<file path="src/rtl/subtractor_4bit_serial_if.sv">
// Start/Busy/Done handshake and operand/result bundle
// for the bit-serial 4-bit subtractor.
interface subtractor_4bit_serial_if;
   logic       Start;
   logic [3:0] A;
   logic [3:0] B;
   logic       Bin;
   logic [3:0] Diff;
   logic       Bout;
   logic       V;
   logic       Busy;
   logic       Done;

   modport master (
      output Start, A, B, Bin,
      input  Diff, Bout, V, Busy, Done
   );

   modport slave (
      input  Start, A, B, Bin,
      output Diff, Bout, V, Busy, Done
   );
endinterface

</file>
<file path="src/rtl/subtractor_4bit_serial.sv">
// Bit-serial A - B - Bin, LSB first, one bit per clock
// through a single registered borrow; results land on Done.
module subtractor_4bit_serial (
   input logic                   clk,
   input logic                   rst,
   subtractor_4bit_serial_if.slave bus
);

   typedef enum logic {IDLE, RUN} state_t;

   state_t     r_state;
   state_t     w_next;
   logic       w_cap;
   logic       w_last;

   logic [3:0] r_a;
   logic [3:0] r_b;
   logic       r_br;
   logic [1:0] r_idx;
   logic [3:0] r_sh;
   logic [3:0] r_diff;
   logic       r_bout;
   logic       r_v;
   logic       r_done;

   logic       w_ai;
   logic       w_bi;
   logic       w_d;
   logic       w_brn;

   assign w_ai  = r_a[r_idx];
   assign w_bi  = r_b[r_idx];
   assign w_d   = w_ai ^ w_bi ^ r_br;
   assign w_brn = (~w_ai & w_bi) | (~(w_ai ^ w_bi) & r_br);

   always_comb begin
      w_next = r_state;
      w_cap  = 1'b0;
      w_last = 1'b0;
      unique case (r_state)
         IDLE: begin
            if (bus.Start) begin
               w_next = RUN;
               w_cap  = 1'b1;
            end
         end
         RUN: begin
            if (r_idx == 2'd3) begin
               w_next = IDLE;
               w_last = 1'b1;
            end
         end
         default: w_next = IDLE;
      endcase
   end

   always_ff @(posedge clk) begin
      if (rst) begin
         r_state <= IDLE;
         r_a     <= 4'h0;
         r_b     <= 4'h0;
         r_br    <= 1'b0;
         r_idx   <= 2'd0;
         r_sh    <= 4'h0;
         r_diff  <= 4'h0;
         r_bout  <= 1'b0;
         r_v     <= 1'b0;
         r_done  <= 1'b0;
      end else begin
         r_state <= w_next;
         r_done  <= w_last;
         if (w_cap) begin
            r_a   <= bus.A;
            r_b   <= bus.B;
            r_br  <= bus.Bin;
            r_idx <= 2'd0;
            r_sh  <= 4'h0;
         end else if (r_state == RUN) begin
            r_sh  <= {w_d, r_sh[3:1]};
            r_br  <= w_brn;
            r_idx <= r_idx + 2'd1;
            // last step: publish the assembled word, never the partial one
            if (w_last) begin
               r_diff <= {w_d, r_sh[3:1]};
               r_bout <= w_brn;
               r_v    <= (r_a[3] != r_b[3]) && (w_d != r_a[3]);
            end
         end
      end
   end

   assign bus.Diff = r_diff;
   assign bus.Bout = r_bout;
   assign bus.V    = r_v;
   assign bus.Busy = (r_state == RUN);
   assign bus.Done = r_done;

endmodule

</file>
<file path="src/flat_wrapper.sv">
// flat-port wrapper written by rule: the top's interface ports become plain ports
module subtractor_4bit_serial_flat 
  (clk, rst, bus_Start, bus_A, bus_B, bus_Bin, bus_Diff, bus_Bout, bus_V, bus_Busy, bus_Done);
  subtractor_4bit_serial_if bus_i ();
  input logic clk;
  input logic rst;
  input wire logic [$bits(bus_i.Start)-1:0] bus_Start;
  input wire logic [$bits(bus_i.A)-1:0] bus_A;
  input wire logic [$bits(bus_i.B)-1:0] bus_B;
  input wire logic [$bits(bus_i.Bin)-1:0] bus_Bin;
  output wire logic [$bits(bus_i.Diff)-1:0] bus_Diff;
  output wire logic [$bits(bus_i.Bout)-1:0] bus_Bout;
  output wire logic [$bits(bus_i.V)-1:0] bus_V;
  output wire logic [$bits(bus_i.Busy)-1:0] bus_Busy;
  output wire logic [$bits(bus_i.Done)-1:0] bus_Done;
  assign bus_i.Start = bus_Start;
  assign bus_i.A = bus_A;
  assign bus_i.B = bus_B;
  assign bus_i.Bin = bus_Bin;
  assign bus_Diff = bus_i.Diff;
  assign bus_Bout = bus_i.Bout;
  assign bus_V = bus_i.V;
  assign bus_Busy = bus_i.Busy;
  assign bus_Done = bus_i.Done;
  subtractor_4bit_serial u_core (.clk(clk), .rst(rst), .bus(bus_i));
endmodule
</file>
<file path="config.mk">
export PLATFORM = sky130hd
export DESIGN_NAME = subtractor_4bit_serial_flat
export DESIGN_NICKNAME = d
export VERILOG_FILES = /design/src/rtl/subtractor_4bit_serial_if.sv /design/src/rtl/subtractor_4bit_serial.sv /design/src/flat_wrapper.sv
export SDC_FILE = /design/constraint.sdc
export NUM_CORES = 1
export LEC_CHECK = 0
export CORE_MARGIN = 2
export CORE_UTILIZATION = 51
export CTS_CLUSTER_DIAMETER = 200
export DETAILED_ROUTE_END_ITERATION = 7
export PLACE_DENSITY_LB_ADDON = 0.1
export REMOVE_ABC_BUFFERS = 1
export SLEW_MARGIN = 20
export SYNTH_ARGS = -nofsm -noshare
export SYNTH_HDL_FRONTEND = slang
export SYNTH_SLANG_ARGS = --single-unit
</file>
<file path="constraint.sdc">
create_clock -name clk -period 3.7 [get_ports clk]
set_input_delay 0.74 -clock clk [delete_from_list [all_inputs] [get_ports clk]]
set_output_delay 0.74 -clock clk [all_outputs]
set_load 0.05 [all_outputs]
</file>
# Yosys cells after proc, flatten, opt, wreduce, memory -nomap -nowiden
# Index checks and enable logic that the tools add are counted.
# classes
n_mux	12
eq_ne	3
bitwise_logic	9
reduce_logical	4
add_sub_neg	1
n_lt_le_gt_ge	1
# op_table
cell	n
$mux 1	9
$bmux 1 s2	2
$not 1->1	4
$lt 2x3->1 const B	1
$reduce_and 3->1	1
$add 2x1->2 const B	1
$and 1x1->1	2
$eq 2x2->1 const B	1
$ne 1x1->1	2
$pmux 1 s2	1
$reduce_bool 2->1	1
$reduce_or 2->1	1
$xor 1x1->1	2
$logic_and 1x1->1	1
$or 1x1->1	1
# totals
input_bits	12
regBits	23

# Depth between registers and ports, before layout
# Gate-level depths: netlist (run 1).
# depth
word_depth	8
depth_mapped	5

# Worst setup path after synthesis (run 1)
# No wires, ideal clock.
# synth_timing
path_kind	register to register
start	register u_core.r_idx[0]
end	register u_core.r_v (netlist: u_core.bus.V)
synth_period_minus_slack_ns	2.155
arrival_time_ns	2.064
path_buffers	0
t_required_ns	3.609
path_stages_with_launch	5
path_slack_ns	1.545
cell_sequence	dfxtp_1 > mux4_2 > fa_1 > or3b_1 > a311oi_1
# synth_via
elab_chain_cells	6
elab_cells_between_ends	12
cone_classes	2 x eq/ne; 6 x mux; 2 x bitwise; 2 x reduce/logical
# synth_rtl
item	line_no	source
start: declaration	subtractor_4bit_serial.sv:19	logic [1:0] r_idx;
start signal: assignment	subtractor_4bit_serial.sv:81	r_idx <= r_idx + 2'd1;
$bmux 1 s2 (on tied branches)	subtractor_4bit_serial.sv:31, subtractor_4bit_serial.sv:32	
$mux 1 (on tied branches)	subtractor_4bit_serial.sv:31, subtractor_4bit_serial.sv:32	
$xor 1x1->1 * (2 in series)	subtractor_4bit_serial.sv:33	assign w_d = w_ai ^ w_bi ^ r_br;
via u_core.w_d	subtractor_4bit_serial.sv:28	logic w_d;
$ne 1x1->1 *	subtractor_4bit_serial.sv:86	r_v <= (r_a[3] != r_b[3]) && (w_d != r_a[3]);
$logic_and 1x1->1 *	subtractor_4bit_serial.sv:86	
end signal: assignment	subtractor_4bit_serial.sv:86	
end: declaration	subtractor_4bit_serial.sv:23	logic r_v;
# Mark *: on every way through the listed nets, which the timed path passes. The rest lies on a longest branch. The select of a mux whose other input is x is not followed.
# A chain may end at the register's enable or synchronous reset.

# Final worst setup path (run 1)
# layout_timing
start	register u_core.r_state (netlist: u_core.bus.Busy)
end	output bus_Busy
# layout_rtl
item	line_no	source
start: declaration	subtractor_4bit_serial.sv:11	state_t r_state;
start signal: assignment	subtractor_4bit_serial.sv:70	r_state <= w_next;
end: declaration	flat_wrapper.sv:14	output wire logic [$bits(bus_i.Busy)-1:0] bus_Busy;
# No word-level cell between the ends.

==> results of run 1 <==
layer usage:
metal / share of wire / vias up
met5: 0 / -
met1: 0.52 / 294
met3: 0.033 / 2
met4: 0.0088 / 0
li1: - / 346
met2: 0.43 / 14
layout by cell type (no fill, tap or decap), types with 2 or more instances in the layout:
cell	n
a211oi_1	3
a21oi_1	9
clkbuf_4	3
clkdlybuf4s50_1	19
dfxtp_1	22
inv_1	3
mux2i_1	8
mux4_2	2
nand2_1	9
nor2_1	17
nor3b_1	5
power by group:
| group | internal [mW] | leakage (nW) | switching [mW] |
|---|---|---|---|
| Sequential | 0.246 | 0.179 | 0.00995 |
| Combinational | 0.0294 | 0.205 | 0.0248 |
| Clock | 0.0599 | 0.0210 | 0.0694 |
flip-flops by register name, summed over array words and instances (netlist names):
register,cells
u_core.bus.Diff,4
u_core.r_a,4
u_core.r_b,4
u_core.r_sh,3
u_core.r_idx,2
u_core.bus.Bout,1
u_core.bus.Busy,1
u_core.bus.Done,1
u_core.bus.V,1
u_core.r_br,1
logic make-up after synthesis:
| family | count (synthesis) | synth area share |
|---|---|---|
| flops | 22 | 0.492 |
| compound gates | 13 | 0.0853 |
| buf+inv | 9 | 0.0489 |
| fa+ha+maj | 2 | 0.0364 |
| simple gates | 37 | 0.197 |
| mux | 10 | 0.140 |
stage by stage:
stage	utilization	hold slack, ns
floorplan	-	0.421
global placement	0.636	0.441
detailed placement	0.636	0.444
CTS	0.657	0.462
global route	0.657	0.477
finish	0.657	0.459
area by class of cell:
class                           instances  area share
Clock buffer                            4      0.0327
Inverter                                3      0.0101
Multi-Input combinational cell         62       0.370
Sequential cell                        22       0.397
Tap cell                               17      0.0192
Timing Repair Buffer                   19       0.171
worst min-delay path: stages, from the launching register on:
cell     delay [ns]
dfxtp_1        0.33
nand2_1        0.05
a21oi_1        0.05
path summary, 6_finish.rpt:
check | start | endpoint | cells after the start
min | u_core.bus.Diff[3]$_SDFFE_PP0P_ | u_core.bus.Diff[3]$_SDFFE_PP0P_ | 2
min reg2reg | u_core.bus.Diff[3]$_SDFFE_PP0P_ | u_core.bus.Diff[3]$_SDFFE_PP0P_ | 2
max | u_core.bus.Busy$_SDFF_PP0_ | bus_Busy | 1
max reg2reg | u_core.r_idx[0]$_SDFFE_PP0P_ | u_core.bus.V$_SDFFE_PP0P_ | 4
==> impl_metrics.csv, run 1 <==
group,metric,value,unit
power,power.leakage,0.405,nW
global_route,use_met1,0.253,
logic_synthesis,syn_inst,93,
global_route,grt_max_degree,23,
logic_synthesis,synthesis.area,895,um^2
floorplanning,fp.dieH,45.9,um
logic_synthesis,synth_edf_count,0,
floorplanning,initial_core_util,0.530,
logic_synthesis,synthTopCellsByCount,"dfxtp_1, nor2_1, a21oi_1, nand2_1, mux2i_1",
timing,min_period,2.59,ns
final_layout,regArea,440,um^2
clock_network,cts.sinks,22,
floorplanning,dieArea,2100,um^2
worst_setup_path,crit_chain,"clkdlybuf4s50_1",
route,postRouteAntennaNets,0,
clock_network,cts_root_buffer,"clkbuf_4",
worst_setup_path,cp-end-kind,"primary output",
logic_synthesis,synth_area_leaders,"dfxtp_1, mux2i_1, nor2_1",
place,place_hpwl,1.12,mm
logic_synthesis,yosysTopAreaCell,"dfxtp_1",
global_route,top_usage_layer,"met1",
timing,fmax,386,MHz
global_route,grt_first_pass_wirelength,2.48,mm
route,drt-pass1-iter-count,3,
timing,min_period_over_period,0.700,
logic_synthesis,yosysSeqAreaShare,0.492,
timing,max_slew.worst_pin.slew,0.770,ns
global_route,grt_pass1_vias,542,
worst_setup_path,critPathTopFamily,"buffers and inverters",
route,vias_per_cell,5.17,
floorplanning,die_w,45.9,um
timing,finClkSkew,0.00223,ns
final_layout,multi_input_area,410,um^2
worst_setup_path,slowest_stage,"clkdlybuf4s50_1",
worst_setup_path,crit_buf_inv,1,
final_layout,antenna_cells,0,
clock_network,htreeDepth,1,
final_layout,fin_area,1110,um^2
clock_network,cts_resized,0,
power,power_density,396,nW/um^2
route,wirelength,1.58,mm
worst_setup_path,critPathMaxStageDelay,0.90,ns
place,dp.cells,123,
final_layout,area_delta_synth_final,24.1,%
route,drt_iter0_drc,14,
hold_path,hold_class,"reg2reg",
floorplanning,core,1690,um^2
route,drc,0,
timing,slew_headroom,0.485,
worst_setup_path,required,2.96,ns
global_route,use_met3,0.0357,
worst_setup_path,path_class,"reg2out",
route,wl_per_cell,12.5,um
timing,drv_slew,0,
final_layout,fin_cells,127,
timing,rsz0062_at_grt,"false",
logic_synthesis,syn_area_per_cell,9.62,um^2
clock_network,cts_tree,"yes",
place,gp_congestion,0.743,
run_status,outcome,"finished clean",
global_route,grt_overflow_total,0,
worst_setup_path,r2r_slack,1.38,ns
floorplanning,io_pins,20,
clock_network,clk_latency,0.30,ns
clock_network,cts_setup_buffers,0,
timing,fin_setup_tns,0,ns
logic_synthesis,synth-async-reset-ratio,0,
power,p_total,0.440,mW
clock_network,clkTransAtPathRegs,0.12,ns
logic_synthesis,yosysUniqueCellTypes,22,
floorplanning,rows,15,
worst_setup_path,startpoint_type,"register",
global_route,grt_usage,0.166,
place,numPortBuffers,19,
route,vias,656,
global_route,met2_usage,0.222,
logic_synthesis,synthFlopType,"dfxtp_1",
timing,setup_violations,0,
logic_synthesis,yosys_warnings,0,
place,pre_cts_slack,1.39,ns
clock_network,cts_buffer_depth,2,
final_layout,fillers,160,
worst_setup_path,crit_fanout,17,
worst_setup_path,worstPathArrival,1.85,ns
logic_synthesis,synth.most_common_cell,"dfxtp_1",
place,placed_area,1070,um^2
clock_network,hold_buffers,0,
clock_network,cts_inserted_buffers,3,
final_layout,drive_above_1_share,0.0545,
global_route,antenna_found_initial,0,
logic_synthesis,ys_ff_latch,22,
job,max-cap-violations,0,
timing,finalHoldViolCount,0,
timing,setup_ws,1.11,ns
logic_synthesis,synth_top_area_share,0.492,
final_layout,finalNetCount,125,
power,vdd_drop_max,195,uV
No activity file was read; power rests on OpenSTA's default activity.
==> run 2, diff against run 1 <==
--- a/config.mk
+++ b/config.mk
@@ -6,7 +6,7 @@
 export NUM_CORES = 1
 export LEC_CHECK = 0
 export CORE_MARGIN = 2
-export CORE_UTILIZATION = 51
+export CORE_UTILIZATION = 47
 export CTS_CLUSTER_DIAMETER = 200
 export DETAILED_ROUTE_END_ITERATION = 7
 export PLACE_DENSITY_LB_ADDON = 0.1
==> constraint.sdc (replaced) <==
create_clock -name clk -period 2.5 [get_ports clk]
set_input_delay 0.5 -clock clk [delete_from_list [all_inputs] [get_ports clk]]
set_output_delay 0.5 -clock clk [all_outputs]
set_load 0.05 [all_outputs]
==> impl_metrics.csv, run 2 (same netlist as run 1, synthesis figures left out) <==
group,metric,value,unit
run_status,outcome,"finished clean",
power,power_density,550,nW/um^2
clock_network,clkTransAtPathRegs,0.11,ns
global_route,antenna_found_initial,0,
final_layout,mostFrequentLayoutCell,"dfxtp_1",
timing,finalHoldViolCount,0,
worst_setup_path,critPathMaxStageDelay,0.54,ns
job,max-cap-violations,0,
clock_network,cts.sinks,22,
global_route,grt_first_pass_wirelength,2.71,mm
floorplanning,initial_core_util,0.507,
clock_network,cts_root_buffer,"clkbuf_4",
timing,min_period_over_period,0.907,
worst_setup_path,crit_chain,"mux4_2, fa_1, or3b_1, a311oi_1",
timing,setup_violations,0,
power,vdd_drop_max,400,uV
global_route,grt_max_degree,23,
timing,slew_headroom,0.489,
clock_network,clk_latency,0.31,ns
worst_setup_path,crit_fanout,5,
final_layout,area_delta_synth_final,25.3,%
timing,fin_setup_tns,0,ns
clock_network,cts_buffer_depth,2,
timing,finClkSkew,0.00649,ns
worst_setup_path,required,2.71,ns
final_layout,layout_common_cells,"dfxtp_1, clkdlybuf4s50_1, nor2_1",
clock_network,cts_resized,0,
final_layout,drive_above_1_share,0.0631,
floorplanning,die_w,47.6,um
global_route,grt_pass1_vias,610,
worst_setup_path,startpoint_type,"register",
timing,min_period,2.27,ns
route,drt_iter0_drc,2,
route,vias_per_cell,4.96,
hold_path,min-delay-start,"u_core.bus.Diff[3]$_SDFFE_PP0P_",
power,power.leakage,0.408,nW
timing,max_slew.worst_pin.slew,0.764,ns
worst_setup_path,worstPathArrival,2.48,ns
clock_network,cts_inserted_buffers,3,
clock_network,hold_buffers,0,
place,place_hpwl,1.14,mm
worst_setup_path,crit_start,"u_core.r_idx[0]$_SDFFE_PP0P_",
route,drt-pass1-iter-count,2,
clock_network,cts_tree,"yes",
timing,rsz0062_at_grt,"false",
route,wl_per_cell,11.8,um
route,drc,0,
final_layout,fillers,167,
route,postRouteAntennaNets,0,
floorplanning,core,1760,um^2
hold_path,hold_class,"reg2reg",
floorplanning,rows,15,
clock_network,cts_setup_buffers,0,
worst_setup_path,cp-end-kind,"register",
clock_network,htreeDepth,1,
timing,fmax,441,MHz
floorplanning,io_pins,20,
floorplanning,dieArea,2270,um^2
route,vias,674,
final_layout,antenna_cells,0,
timing,drv_slew,0,
final_layout,finalNetCount,127,
global_route,grt_overflow_total,0,
place,gp_congestion,0.698,
route,wirelength,1.61,mm
power,p_total,0.616,mW
floorplanning,fp.dieH,47.6,um
place,numPortBuffers,19,
worst_setup_path,r2r_start,"u_core.r_idx[0]$_SDFFE_PP0P_",
worst_setup_path,slowest_stage,"mux4_2",
global_route,grt_usage,0.179,
worst_setup_path,path_class,"reg2reg",
[run 2: per-stage QoR]
stage          hold slack (ns)  area (um^2)  worst slack (ns)   util  std cells
5_1_grt                  0.495         1120             0.135  0.635        136
3_3_place_gp             0.443         1100             0.311  0.623        133
6_report                 0.463         1120             0.233  0.635        136
2_1_floorplan            0.421          862             0.345      -         87
3_5_place_dp             0.450         1100             0.251  0.623        133
4_1_cts                  0.466         1120             0.213  0.635        136
[run 2: critical path, delay by kind of cell (launching register included)]
| kind | cells | cell delay, ns |
|---|---|---|
| AND/OR/NAND/NOR | 1 | 0.39 |
| multiplexers | 1 | 0.54 |
| flip-flops | 1 | 0.44 |
| adder cells (fa/ha/maj) | 1 | 0.54 |
| AO/OA/AOI/OAI | 1 | 0.26 |
[run 2: final cells by class]
type | count | area [um^2] | share of cell area
flip-flops and latches | 22 | 440 | 0.393
multi-input cells | 62 | 410 | 0.366
repair buffers | 21 | 205 | 0.183
well taps | 25 | 31.3 | 0.0279
clock buffers | 3 | 22.5 | 0.0201
inverters | 3 | 11.3 | 0.0100
[run 2: worst paths after layout]
path,endpoint,slack [ns],depth (start not counted)
hold reg to reg,u_core.bus.Diff[3]$_SDFFE_PP0P_,0.46,2
setup reg to reg,u_core.bus.V$_SDFFE_PP0P_,0.23,4
hold / removal,u_core.bus.Diff[3]$_SDFFE_PP0P_,0.46,2
setup / recovery,u_core.bus.V$_SDFFE_PP0P_,0.23,4
[run 2: report_power, final]
group | internal [mW] | switching (mW)
registers | 0.364 | 0.0103
clock network | 0.0563 | 0.100
logic | 0.0456 | 0.0395
total | 0.466 | 0.150
[run 2: per-layer routing]
metal  track usage  vias to the layer above  part of all wire
met1         0.239                      305              0.48
li1              -                      350                 -
met4        0.0649                        0             0.015
met5             0                        -                 0
met3        0.0792                        4             0.058
met2         0.259                       15              0.44
